===== src/rtl/alu_pkg.sv =====
// Shared definitions for the ALU/register-file block: op encodings and FSM states.
package alu_pkg;

    localparam logic [2:0] OpAdd = 3'd0;
    localparam logic [2:0] OpSub = 3'd1;
    localparam logic [2:0] OpAnd = 3'd2;
    localparam logic [2:0] OpOr  = 3'd3;
    localparam logic [2:0] OpXor = 3'd4;
    localparam logic [2:0] OpShl = 3'd5;
    localparam logic [2:0] OpShr = 3'd6;
    localparam logic [2:0] OpMul = 3'd7;

    typedef enum logic [1:0] {
        StIdle,
        StExec,
        StMul,
        StDone
    } state_e;

endpackage


===== src/rtl/alu_mul_iter.sv =====
// Iterative shift-add unsigned multiplier: one partial product per cycle, WIDTH cycles total.
module alu_mul_iter #(
    parameter int unsigned WIDTH = 8
) (
    input  logic               clk,
    input  logic               rst,
    input  logic               start_i,
    input  logic [WIDTH-1:0]   a_i,
    input  logic [WIDTH-1:0]   b_i,
    output logic               busy_o,
    output logic               done_o,
    output logic [2*WIDTH-1:0] prod_o
);

    localparam int unsigned CntW = $clog2(WIDTH);

    logic               busy_q;
    logic [CntW-1:0]    cnt_q;
    logic [2*WIDTH-1:0] acc_q;
    logic [2*WIDTH-1:0] acc_d;
    logic [2*WIDTH-1:0] mcand_q;
    logic [WIDTH-1:0]   mplier_q;

    always_comb begin
        acc_d = acc_q + (mplier_q[0] ? mcand_q : '0);
    end

    // done_o marks the final step; prod_o is the product that step completes.
    assign busy_o = busy_q;
    assign done_o = busy_q && (cnt_q == CntW'(WIDTH - 1));
    assign prod_o = acc_d;

    always_ff @(posedge clk or posedge rst) begin
        if (rst) begin
            busy_q   <= 1'b0;
            cnt_q    <= '0;
            acc_q    <= '0;
            mcand_q  <= '0;
            mplier_q <= '0;
        end else if (start_i && !busy_q) begin
            busy_q   <= 1'b1;
            cnt_q    <= '0;
            acc_q    <= '0;
            mcand_q  <= {{WIDTH{1'b0}}, a_i};
            mplier_q <= b_i;
        end else if (busy_q) begin
            acc_q    <= acc_d;
            mcand_q  <= mcand_q << 1;
            mplier_q <= mplier_q >> 1;
            cnt_q    <= cnt_q + 1'b1;
            if (done_o) begin
                busy_q <= 1'b0;
            end
        end
    end

endmodule


===== src/rtl/alu_regfile.sv =====
// Register file plus multi-cycle ALU sharing one bus; operands are latched at start so
// register writes never disturb an operation in flight.
module alu_regfile
    import alu_pkg::*;
#(
    parameter int unsigned WIDTH = 8,
    parameter int unsigned NREGS = 4,
    localparam int unsigned SELW = $clog2(NREGS)
) (
    input  logic             clk,
    input  logic             rst,
    input  logic [WIDTH-1:0] bus_in,
    output logic [WIDTH-1:0] bus_out,
    input  logic             wr_en,
    input  logic [SELW-1:0]  wr_sel,
    input  logic             reg_enable,
    input  logic [SELW-1:0]  rd_sel,
    input  logic             alu_enable,
    input  logic             start,
    input  logic [2:0]       op,
    input  logic [SELW-1:0]  sel_a,
    input  logic [SELW-1:0]  sel_b,
    output logic             busy,
    output logic             done,
    output logic             carry,
    output logic             zero,
    output logic             negative,
    output logic             overflow
);

    state_e             state_q;
    logic [WIDTH-1:0]   regs_q [NREGS];
    logic [WIDTH-1:0]   op_a_q, op_b_q, result_q;
    logic [2:0]         op_q;
    logic               busy_q, done_q;
    logic               c_q, z_q, n_q, v_q;

    logic [WIDTH-1:0]   res_d;
    logic               c_d, v_d;
    logic [WIDTH:0]     ext_sum;
    logic               launch, mul_start, mul_busy, mul_done, complete;
    logic [2*WIDTH-1:0] mul_prod;

    assign launch    = (state_q == StIdle) && start;
    assign mul_start = launch && (op == OpMul);
    assign complete  = (state_q == StExec) || ((state_q == StMul) && mul_busy && mul_done);

    alu_mul_iter #(
        .WIDTH (WIDTH)
    ) u_mul (
        .clk     (clk),
        .rst     (rst),
        .start_i (mul_start),
        .a_i     (regs_q[sel_a]),
        .b_i     (regs_q[sel_b]),
        .busy_o  (mul_busy),
        .done_o  (mul_done),
        .prod_o  (mul_prod)
    );

    always_comb begin
        ext_sum = '0;
        res_d   = '0;
        c_d     = 1'b0;
        v_d     = 1'b0;
        unique case (op_q)
            OpAdd: begin
                ext_sum = {1'b0, op_a_q} + {1'b0, op_b_q};
                res_d   = ext_sum[WIDTH-1:0];
                c_d     = ext_sum[WIDTH];
                v_d     = (op_a_q[WIDTH-1] == op_b_q[WIDTH-1]) &&
                          (res_d[WIDTH-1] != op_a_q[WIDTH-1]);
            end
            OpSub: begin
                // carry-out of A + ~B + 1 is the inverted borrow
                ext_sum = {1'b0, op_a_q} + {1'b0, ~op_b_q} + (WIDTH+1)'(1);
                res_d   = ext_sum[WIDTH-1:0];
                c_d     = ext_sum[WIDTH];
                v_d     = (op_a_q[WIDTH-1] != op_b_q[WIDTH-1]) &&
                          (res_d[WIDTH-1] != op_a_q[WIDTH-1]);
            end
            OpAnd: res_d = op_a_q & op_b_q;
            OpOr:  res_d = op_a_q | op_b_q;
            OpXor: res_d = op_a_q ^ op_b_q;
            OpShl: begin
                res_d = {op_a_q[WIDTH-2:0], 1'b0};
                c_d   = op_a_q[WIDTH-1];
            end
            OpShr: begin
                res_d = {1'b0, op_a_q[WIDTH-1:1]};
                c_d   = op_a_q[0];
            end
            OpMul: begin
                res_d = mul_prod[WIDTH-1:0];
                c_d   = |mul_prod[2*WIDTH-1:WIDTH];
                v_d   = c_d;
            end
        endcase
    end

    always_ff @(posedge clk or posedge rst) begin
        if (rst) begin
            state_q  <= StIdle;
            for (int i = 0; i < NREGS; i++) begin
                regs_q[i] <= '0;
            end
            op_a_q   <= '0;
            op_b_q   <= '0;
            op_q     <= '0;
            result_q <= '0;
            busy_q   <= 1'b0;
            done_q   <= 1'b0;
            c_q      <= 1'b0;
            z_q      <= 1'b0;
            n_q      <= 1'b0;
            v_q      <= 1'b0;
        end else begin
            if (wr_en) begin
                regs_q[wr_sel] <= bus_in;
            end
            done_q <= 1'b0;
            if (complete) begin
                result_q <= res_d;
                c_q      <= c_d;
                z_q      <= (res_d == '0);
                n_q      <= res_d[WIDTH-1];
                v_q      <= v_d;
                busy_q   <= 1'b0;
                done_q   <= 1'b1;
                state_q  <= StDone;
            end else begin
                case (state_q)
                    StIdle: begin
                        if (launch) begin
                            op_a_q  <= regs_q[sel_a];
                            op_b_q  <= regs_q[sel_b];
                            op_q    <= op;
                            busy_q  <= 1'b1;
                            state_q <= (op == OpMul) ? StMul : StExec;
                        end
                    end
                    StDone:  state_q <= StIdle;
                    default: ;
                endcase
            end
        end
    end

    always_comb begin
        if (alu_enable) begin
            bus_out = result_q;
        end else if (reg_enable) begin
            bus_out = regs_q[rd_sel];
        end else begin
            bus_out = '0;
        end
    end

    assign busy     = busy_q;
    assign done     = done_q;
    assign carry    = c_q;
    assign zero     = z_q;
    assign negative = n_q;
    assign overflow = v_q;

endmodule


===== config.mk =====
export PLATFORM = sky130hd
export DESIGN_NAME = alu_regfile
export DESIGN_NICKNAME = d
export VERILOG_FILES = /design/src/rtl/alu_pkg.sv /design/src/rtl/alu_mul_iter.sv /design/src/rtl/alu_regfile.sv
export SDC_FILE = /design/constraint.sdc
export NUM_CORES = 1
export LEC_CHECK = 0
export CAP_MARGIN = 30
export CORE_MARGIN = 10
export CORE_UTILIZATION = 30
export DETAILED_ROUTE_END_ITERATION = 10
export MAX_ROUTING_LAYER = met4
export PLACE_DENSITY = 0.52
export SKIP_LAST_GASP = 1
export SYNTH_ARGS = -nofsm -noshare
export SYNTH_HDL_FRONTEND = slang
export SYNTH_SLANG_ARGS = --single-unit

===== constraint.sdc =====
create_clock -name clk -period 4.05 [get_ports clk]
set_input_delay 0.81 -clock clk [delete_from_list [all_inputs] [get_ports clk]]
set_output_delay 0.81 -clock clk [all_outputs]
set_load 0.005 [all_outputs]

## Yosys cells after proc, flatten, opt, wreduce, memory -nomap -nowiden

Cells that the tools add are included.

| operators by class | value |
|---|---|
| add/subtract/negate cells | 5 |
| order comparisons | 5 |
| equality and inequality tests | 17 |
| muxes and demuxes | 37 |
| bitwise operators | 9 |
| reductions and logical operators | 22 |

Operators with widths:

| operator | number |
|---|---|
| $mux 8 | 11 |
| $mux 16 | 5 |
| $pmux 8 s8 | 1 |
| $bmux 8 s2 | 3 |
| $bwmux 32 | 1 |
| $add 8x8->9 | 2 |
| $eq 3x3->1 const B | 6 |
| $add 16x16->16 | 1 |
| $demux 8 s2 | 1 |
| $ge 3x3->1 const B | 4 |
| $not 2->3 | 4 |
| $add 9x1->9 const B | 1 |
| $logic_and 1x1->1 | 9 |
| $and 8x8->8 | 1 |
| $logic_not 8->1 | 1 |
| $not 8->8 | 1 |
| $or 8x8->8 | 1 |
| $reduce_or 8->1 | 1 |
| $xor 8x8->8 | 1 |
| $mux 1 | 7 |
| $eq 3x2->1 const B | 2 |
| $mux 2 | 3 |
| $mux 3 | 2 |
| $reduce_bool 2->1 | 3 |
| other kinds (19) | 23 |

| storage, ports and cells | value |
|---|---|
| register bits | 111 |
| bits of input ports | 25 |
| logic and storage cells | 115 |

## Longest topological paths before layout

Gate-level depths: netlist (run 1).

| logic depth | value |
|---|---|
| word-level depth | 6 |
| mapped depth | 12 |
| gate-level depth less buffers | 12 |

## Hierarchy

A second synthesis (run 1) with hierarchy kept.

| unflattened totals | value |
|---|---|
| cells, all modules | 725 |
| area, all modules | 7,340.8 µm² |

Modules (own cells, without submodules):

| module | times used | cells an instance | area each (µm²) | sequential area each (µm²) |
|---|---|---|---|---|
| alu_regfile | 1 | 435 | 4,611.9 | 1,651.6 |
| alu_mul_iter | 1 | 290 | 2,728.9 | 1,101.1 |

## Least setup slack after synthesis (run 1)

No wires, ideal clock.

| path | value |
|---|---|
| kind | input -> output |
| start point | in rd_sel[0] |
| end point | out bus_out[0] |
| arrival | 1,992 ps |
| data required time | 3,240 ps |
| setup slack | 1,248 ps |
| cell stages on the path | 3 |
| path buffers | 1 |
| cell sequence | clkbuf_1 mux4_2 a22o_1 |

| between the ends | value |
|---|---|
| longest elaborated chain between the ends | 6 |

Ends and longest elaborated chain:

| item | line | RTL |
|---|---|---|
| start: declaration | alu_regfile.sv:17 | `input logic [SELW-1:0] rd_sel,` |
| $not 2->3 (not written as such) | alu_regfile.sv:153 | `bus_out = regs_q[rd_sel];` |
| $bmux 8 s2 | alu_regfile.sv:153 |  |
| $mux 8 (not written as such) (2 in a row) | alu_regfile.sv:153 |  |
| $mux 8 | alu_regfile.sv:152 | `end else if (reg_enable) begin` |
| $mux 8 | alu_regfile.sv:150 | `if (alu_enable) begin` |
| end: declaration | alu_regfile.sv:13 | `output logic [WIDTH-1:0] bus_out,` |

No other way between the ends. The select of a mux whose other input is x is not followed.

## Worst setup path in the final report (run 1)

Ends and elaborated chain as after synthesis.

==> qor.csv, run 1 <==
metric,value,unit
status,"complete, no violations",
final_net_count,821,
dr.pass1.iters,4,
clock-sinks,110,
grt_max_degree,68,
gr-total-overflow,0,
yosys.area.top_type,dfrtp_1,
ys_seq_area_frac,0.381,
postRouteAntennaNets,0,
ys.flop_type,dfrtp_1,
final_hold_viol_count,0,
synth-xor-area-share,0.0243,
min_to,u_mul.mplier_q[2],
r2r_cells,12,
yosysWarnings,0,
ios,39,
synth.area.mux_share,0.164,
wl_met2,8.42,mm
dp.final_hpwl,14.3,mm
met3_length,705,um
vias,5482,
wl_met1,9.99,mm
synthDistinctLibCells,64,
cts.path.max_buffers,2,
hp-class,register to register,
area_delta_synth_final,14.3,%
holdWs,0.488,ns
finalWorstPathRequiredPeriod,3.49,ns
initial_utilization,0.307,
port_buffers,38,
cts_tree,yes,
reg2reg_slack,0.65,ns
fin_skew,0.0174,ns
r2r_start,u_mul.mplier_q[0],
syn_nets,801,
postCtsSetupRepairBufs,0,
crit_arrival,2.68,ns
synth_top_family_by_area,compound AO/OA/AOI/OAI gates,
hold_depth,2,
clockRootBuffer,clkbuf_16,
die_y,175,um
htree_levels,3,
grt_pass1_wl,31.5,mm
grt_pass1_vias,5522,
syn_area,7220,sq um
die_area,30700,sq um
core-area,23500,sq um
cts_inserted_buffers,9,
antenna_found_initial,0,
relSlewSlack,0.465,
max_clock_freq,286,MHz
clk_pin_slew,0.09,ns
crit_path_end_kind,primary output,
min_from,u_mul.mplier_q[3],
startpoint,rd_sel[0],
layout_commonest_cell,dfrtp_1,
drt-total-wl,19.3,mm
highest_layer,met4,
post-route-period-util,0.862,
drive_gt1_frac,0.152,
syn_area_per_cell,9.86,sq um
slew_viol_final,0,
p_leak,3.46,nW
synth-compound-area-share,0.172,
remaining_drc_errors,0,
grt_usage,0.131,
ir_drop,0.228,mV
final.setup.tns,0,ns
rsz0062_at_grt,false,
synth-simple-area-share,0.138,
fillers,2479,
power_density,656,nW/um^2
crit_fanout,8,
die_w,175,um
cp.required,3.24,ns
netlist.area_leader.share,0.381,
clkLatencyLatePin,0.36,ns
ys_ff_latch,110,
rows,56,
postSynth.asyncResetShare,1.00,
gp_congestion,0.822,
cp-start-kind,primary input,
maxCapViolCount,0,
hold_buffers,0,
rr_endpoint,overflow,
yosys.area_share.adder,0.0794,
synth_edf_count,0,
post_cts_resized,0,
synth_cells,732,
layout_common_cells,"dfrtp_1, nand2_1, o21ai_0",
ys_top_cells_by_area,"dfrtp_1, mux4_2, ha_1, mux2_2, o21ai_0",
finalSetupViolCount,0,
drt_iter0_markers,311,
path_class,primary input to primary output,
wl_per_cell,17.9,um
tightest_slew,0.802,ns
antennaDiodeCount,0,
viasPerCell,5.09,
==> state kept, by name (all words and copies together) (netlist names) <==
register	flops
u_mul.busy_o	1
u_mul.cnt_q	3
op_b_q	8
u_mul.mcand_q	16
carry	1
zero	1
regs_q	32
state_q	2
busy	1
op_a_q	8
overflow	1
op_q	3
u_mul.acc_q	16
u_mul.mplier_q	8
result_q	8
done	1
==> layer usage <==
metal  vias to the layer above  GRT usage
li1                       2680          -
met1                      2683      0.188
met2                       105      0.191
met3                        14     0.0218
met4                         0     0.0268
met5                         -          -
==> power breakdown <==
part,internal (W),total [W],switching (W),leakage [nW]
Clock,0.000439,0.000903,0.000464,0.149
Sequential,0.00146,0.00186,0.000401,1.40
Combinational,0.00116,0.00264,0.00148,1.92
Total,0.00306,0.00541,0.00235,3.46
==> critical path: stages <==
cell	delay [ns]
clkdlybuf4s50_1	0.45
buf_4	0.21
mux4_2	0.52
a22o_1	0.22
clkdlybuf4s50_1	0.46
==> stage by stage <==
| stage | util | cells | total power [W] | worst slack, ns | cell area (sq um) |
|---|---|---|---|---|---|
| after floorplan | - | 732 | 0.00369 | 0.338 | 7220 |
| after global placement | 0.338 | 1060 | 0.00451 | 0.570 | 7950 |
| after detailed placement | 0.338 | 1060 | 0.00453 | 0.564 | 7950 |
| after CTS | 0.351 | 1076 | 0.00546 | 0.552 | 8250 |
| after global routing | 0.351 | 1076 | 0.00589 | 0.296 | 8250 |
| final | 0.351 | 1076 | 0.00541 | 0.559 | 8250 |
==> area by class of cell <==
cell class              count  area [sq um]  share of cell area
multi-input cells         545          4170               0.505
flip-flops and latches    110          2750               0.334
repair buffers             52           498              0.0603
well taps                 319           399              0.0484
clock buffers               9           225              0.0273
inverters                  34           130              0.0158
clock inverters             7          77.6             0.00940
==> cells by family after synthesis <==
kind of cell             count (synthesis)
AND/OR/NAND/NOR                        208
AO/OA/AOI/OAI                          192
flip-flops                             110
multiplexers                            81
buffers and inverters                   77
adder cells (fa/ha/maj)                 44
XOR/XNOR                                20
==> worst max-delay path by stage <==
stage | to | slack [ns] | depth (start not counted)
after detailed placement | bus_out[1] | 0.56 | 5
after floorplan | busy | 0.34 | 1
after global routing | overflow | 0.30 | 12
final | bus_out[0] | 0.56 | 5
after CTS | bus_out[0] | 0.55 | 5
after global placement | bus_out[7] | 0.57 | 5
==> Yosys cell counts, types with 11 or more instances <==
library cell	number
dfrtp_1	110
nand2_1	104
o21ai_0	78
ha_1	41
mux2_2	38
a21oi_1	32
inv_1	32
clkbuf_1	28
mux4_2	26
nor2_1	21
mux2i_1	17
and2_1	16
xnor2_1	13
nand3_1	11
Power figures use the tool's default switching activity.
==> inputs of run 2 (changes only) <==
--- a/config.mk
+++ b/config.mk
@@ -10,7 +10,7 @@
 export CORE_UTILIZATION = 30
 export DETAILED_ROUTE_END_ITERATION = 10
 export MAX_ROUTING_LAYER = met4
-export PLACE_DENSITY = 0.52
+export PLACE_DENSITY_LB_ADDON = 0.08
 export SKIP_LAST_GASP = 1
 export SYNTH_ARGS = -nofsm -noshare
 export SYNTH_HDL_FRONTEND = slang
==> run 2 against run 1 <==
  * Non-clock buffer count decreased by 3
  * Largest power group unchanged
  * Sequential cell count unchanged
  * Worst setup slack got worse by 0.16 ns
==> qor.csv, run 2 (synthesized netlist as in run 1, its figures left out) <==
metric,value,unit,change
reg2reg_slack,0.52,ns,-0.13 ns
cp-start-kind,primary input,,
slew_viol_final,0,,unchanged
drt_iter0_markers,305,,-1.9%
core-area,23500,sq um,unchanged
viasPerCell,5.23,,+2.6%
path_class,primary input to primary output,,
p_int,0.00304,W,-0.70%
wl_per_cell,19.4,um,+7.9%
met2_usage,0.219,,+0.0280
grt_pass1_wl,33.7,mm,+7.2%
power.share.clock,0.160,,-0.007
cts.path.max_buffers,2,,unchanged
rows,56,,unchanged
pwr-share-seq,0.346,,+0.002
rr_endpoint,overflow,,
fin_skew,0.0112,ns,-0.00618 ns
postRouteAntennaNets,0,,unchanged
dp.final_hpwl,15.6,mm,+9.0%
dr.pass1.iters,5,,+1
gr-total-overflow,0,,unchanged
power_frac_comb,0.495,,+0.006
ios,39,,unchanged
remaining_drc_errors,0,,unchanged
rsz0062_at_grt,false,,
grt_usage,0.142,,+0.0103
relSlewSlack,0.457,,-0.00789
drive_gt1_frac,0.146,,-0.00583
maxCapViolCount,0,,unchanged
layout_common_cells,"dfrtp_1, nand2_1, o21ai_0",,
holdWs,0.480,ns,-0.00847 ns
post_cts_resized,0,,unchanged
die_y,175,um,unchanged
place_ws,0.390,ns,-0.175 ns
crit_arrival,2.84,ns,+0.16 ns
path_buf_inv,3,,unchanged
largestRegisters,"regs_q: 32 flops, u_mul.acc_q: 16 flops, u_mul.mcand_q: 16 flops",,
htree_levels,3,,unchanged
setup_ws,0.398,ns,-0.161 ns
p_leak,3.43,nW,-1.1%
gp_congestion,0.845,,+2.8%
swShare,0.438,,+0.00400
ir_drop,0.220,mV,-3.5%
r2r_start,u_mul.mplier_q[0],,
path_cells,clkdlybuf4s50_1 > buf_4 > mux4_2 > a22o_1 > clkdlybuf4s50_1,,
min_from,u_mul.mplier_q[3],,
clk_pin_slew,0.08,ns,about the same
fillers,2423,,-2.3%
cts_tree,yes,,
tightest_slew,0.814,ns,+0.0118 ns
slowest_stage,clkdlybuf4s50_1,,
grt_max_degree,68,,unchanged
crit_fanout,5,,-3
clkLatencyLatePin,0.36,ns,about the same
final_hold_viol_count,0,,unchanged
vias,5605,,+2.2%
die_area,30700,sq um,unchanged
crit_top_cell,clkdlybuf4s50_1,,
final.setup.tns,0,ns,unchanged
layout_commonest_cell,dfrtp_1,,
grt.busiest_layer,met2,,
grt_use_met1,0.190,,+0.00179
area_delta_synth_final,13.6,%,
grt_use_met3,0.0250,,+0.00323
top_register,regs_q,,
p_sw,0.00237,W,+0.93%
cp.required,3.24,ns,about the same
initial_utilization,0.307,,unchanged
final_net_count,818,,-0.37%
finalWorstPathRequiredPeriod,3.65,ns,+0.161 ns
crit_path_end_kind,primary output,,
die_w,175,um,unchanged
finalSetupViolCount,0,,unchanged
hold_depth,2,,unchanged
slowest_delay,0.61,ns,+0.09 ns
cp_top_family,buffers and inverters,,
cts_inserted_buffers,9,,unchanged
startpoint,rd_sel[0],,
clockRootBuffer,clkbuf_16,,
port_buffers,38,,unchanged
min_to,u_mul.mplier_q[2],,
r2r_cells,12,,unchanged
hp-class,register to register,,
antennaDiodeCount,0,,unchanged
clock-sinks,110,,unchanged
drt-total-wl,20.8,mm,+7.5%
max_clock_freq,274,MHz,-4.4%
antenna_found_initial,0,,unchanged
grt_pass1_vias,5841,,+5.8%
postCtsSetupRepairBufs,0,,unchanged
power_density,660,nW/um^2,+0.65%
largest_reg_flops,32,,unchanged
hold_buffers,0,,unchanged
p_total,0.00541,W,about the same
status,"complete, no violations",,
post-route-period-util,0.902,,+0.0397
run 2: cell types whose count changed in the layout (fill, tap and decap cells not counted), sizes merged:
cell	previous run	this run
clkinvlp	0	2
buf	14	11
clkinv	7	3
clkbuf	9	10
run 2: cell type report:
class / instances / area (sq um) / share of cell area
clock buffer: 10 / 229 / 0.0279
clock inverter: 5 / 43.8 / 0.00534
inverter: 34 / 130 / 0.0159
multi-input combinational: 545 / 4170 / 0.508
sequential: 110 / 2750 / 0.336
tap: 319 / 399 / 0.0487
timing repair buffer: 49 / 475 / 0.0580
run 2: layer usage:
metal / wire, um / up-vias
li1: - / 2669
met1: 10100 / 2807
met2: 9610 / 113
met3: 745 / 16
met4: 265 / 0
met5: 0 / -
run 2: worst max-delay path by stage:
| stage | endpoint | cells after the start |
|---|---|---|
| floorplan | busy | 1 |
| global placement | bus_out[4] | 5 |
| detailed placement | bus_out[4] | 5 |
| CTS | bus_out[4] | 5 |
| global route | overflow | 12 |
| finish | bus_out[4] | 5 |
run 2: worst reg2reg max path, stage by stage, from the launching register on:
cell and delay (ns):
dfrtp_1 0.60, and2_1 0.20, ha_1 0.18, inv_1 0.07
fa_1 0.44, nor2b_1 0.19, o2111ai_1 0.18, a21boi_0 0.35
o2111a_1 0.26, o21a_1 0.15, o2111ai_1 0.17, o41ai_2 0.44
o211ai_1 0.15
run 2: power by group through the flow:
stage                     combinational, W  sequential (W)  clock [W]
after floorplan                    0.00199         0.00169          0
after global placement             0.00266         0.00188          0
after detailed placement           0.00268         0.00189          0
after CTS                          0.00269         0.00187   0.000895
after global routing               0.00300         0.00194   0.000924
final                              0.00268         0.00187   0.000864
run 2: per-stage QoR:
stage,cell area [sq um],cells,utilization
after floorplan,7220,732,-
after global placement,7930,1057,0.337
after detailed placement,7930,1057,0.337
after CTS,8200,1072,0.348
after global routing,8200,1072,0.348
final,8200,1072,0.348
==> patch, RTL diff (flow settings as in run 1) <==
The parameter `NREGS` goes from 4 to 8.
--- a/src/rtl/alu_regfile.sv
+++ b/src/rtl/alu_regfile.sv
@@ -6,3 +6,3 @@
     parameter int unsigned WIDTH = 8,
-    parameter int unsigned NREGS = 4,
+    parameter int unsigned NREGS = 8,
     localparam int unsigned SELW = $clog2(NREGS)
Interface: changed (resized rd_sel, sel_a, sel_b and wr_sel); port bits go from 39 to 43. The function was not compared with the original's and may differ.
==> patch against run 1 <==
Total power grew 36%. Clock power grew 77%. Sequential power grew 27%. Via count grew 23%. Fmax shrank 8.6%. Area after synthesis grew 27%. Worst setup slack lost 0.33 ns. Wire length grew 28%. Final area grew 30%. Sequential cell count grew 32. Die area grew 24%. Critical endpoint is now bus_out[2]. Largest cell class unchanged. Largest power group unchanged.
==> patch: results <==
[synth]
synth_seq_cells = 142
syn_nets = 931
synth_xor_area_share_pct = 1.81
synth_common_cells = "dfrtp_1, nand2_1, mux2_2, nor2_1, o21ai_0"
synth_compound_area_share_pct = 13.7
ys_types = 67

[power_and_ir_drop]
pwr-share-clk_pct = 21.8
powerClk_mw = 1.60
comb_power_share_pct = 45.9
ir_drop_mv = 0.405

[clock_tree]
cts_made_buffers = 17
cts_max_level = 4

[drt]
finalWirelength_mm = 24.8
met1Wirelength_mm = 12.2
firstDrtPassIters = 5
dr_wl_met3_um = 657
wl_met2_mm = 11.6

[grt]
grt_util_met1_pct = 18.3
grt_pass1_vias = 6882
grt_use_met3_pct = 2.24

[run_status]
status = "finished, final reports clean"

[worst_setup_path]
crit_path_start = "rd_sel[1]"
reg2reg_to = "carry"

[cells_and_area]
final_nets = 961
multiInputGateArea_um2 = 5300
fillers = 3024

[place]
globalplace.congestion = 0.867

[timing]
holdWs_ns = 0.481

[hold_path]
min_from = "u_mul.mplier_q[1]"
[patch: cell count changes in the layout (fill, tap and decap cells not counted), moves of 7 or more]
cell / run 1 / this run
dfrtp_1: 109 / 141
a22o_1: 10 / 3
nand2_1: 104 / 84
nor2_1: 21 / 62
mux2_2: 38 / 73
a31oi_1: 4 / 11
a21oi_1: 32 / 51
clkbuf_16: 9 / 17
mux4_2: 26 / 51
mux2i_1: 17 / 30
o21ai_0: 78 / 55
buf_4: 13 / 22
[patch: stage by stage]
| step | worst slack, ns | std cells |
|---|---|---|
| 6_report | 0.232 | 1291 |
| 5_1_grt | 0.125 | 1291 |
| 4_1_cts | 0.240 | 1291 |
| 3_5_place_dp | 0.233 | 1259 |
| 3_3_place_gp | 0.264 | 1259 |
| 2_1_floorplan | 0.956 | 858 |
[patch: critical path, stage by stage]
cell	delay, ns
clkdlybuf4s50_1	0.85
buf_4	0.25
mux4_2	0.29
mux2i_1	0.22
o21ai_0	0.11
clkdlybuf4s50_1	0.47
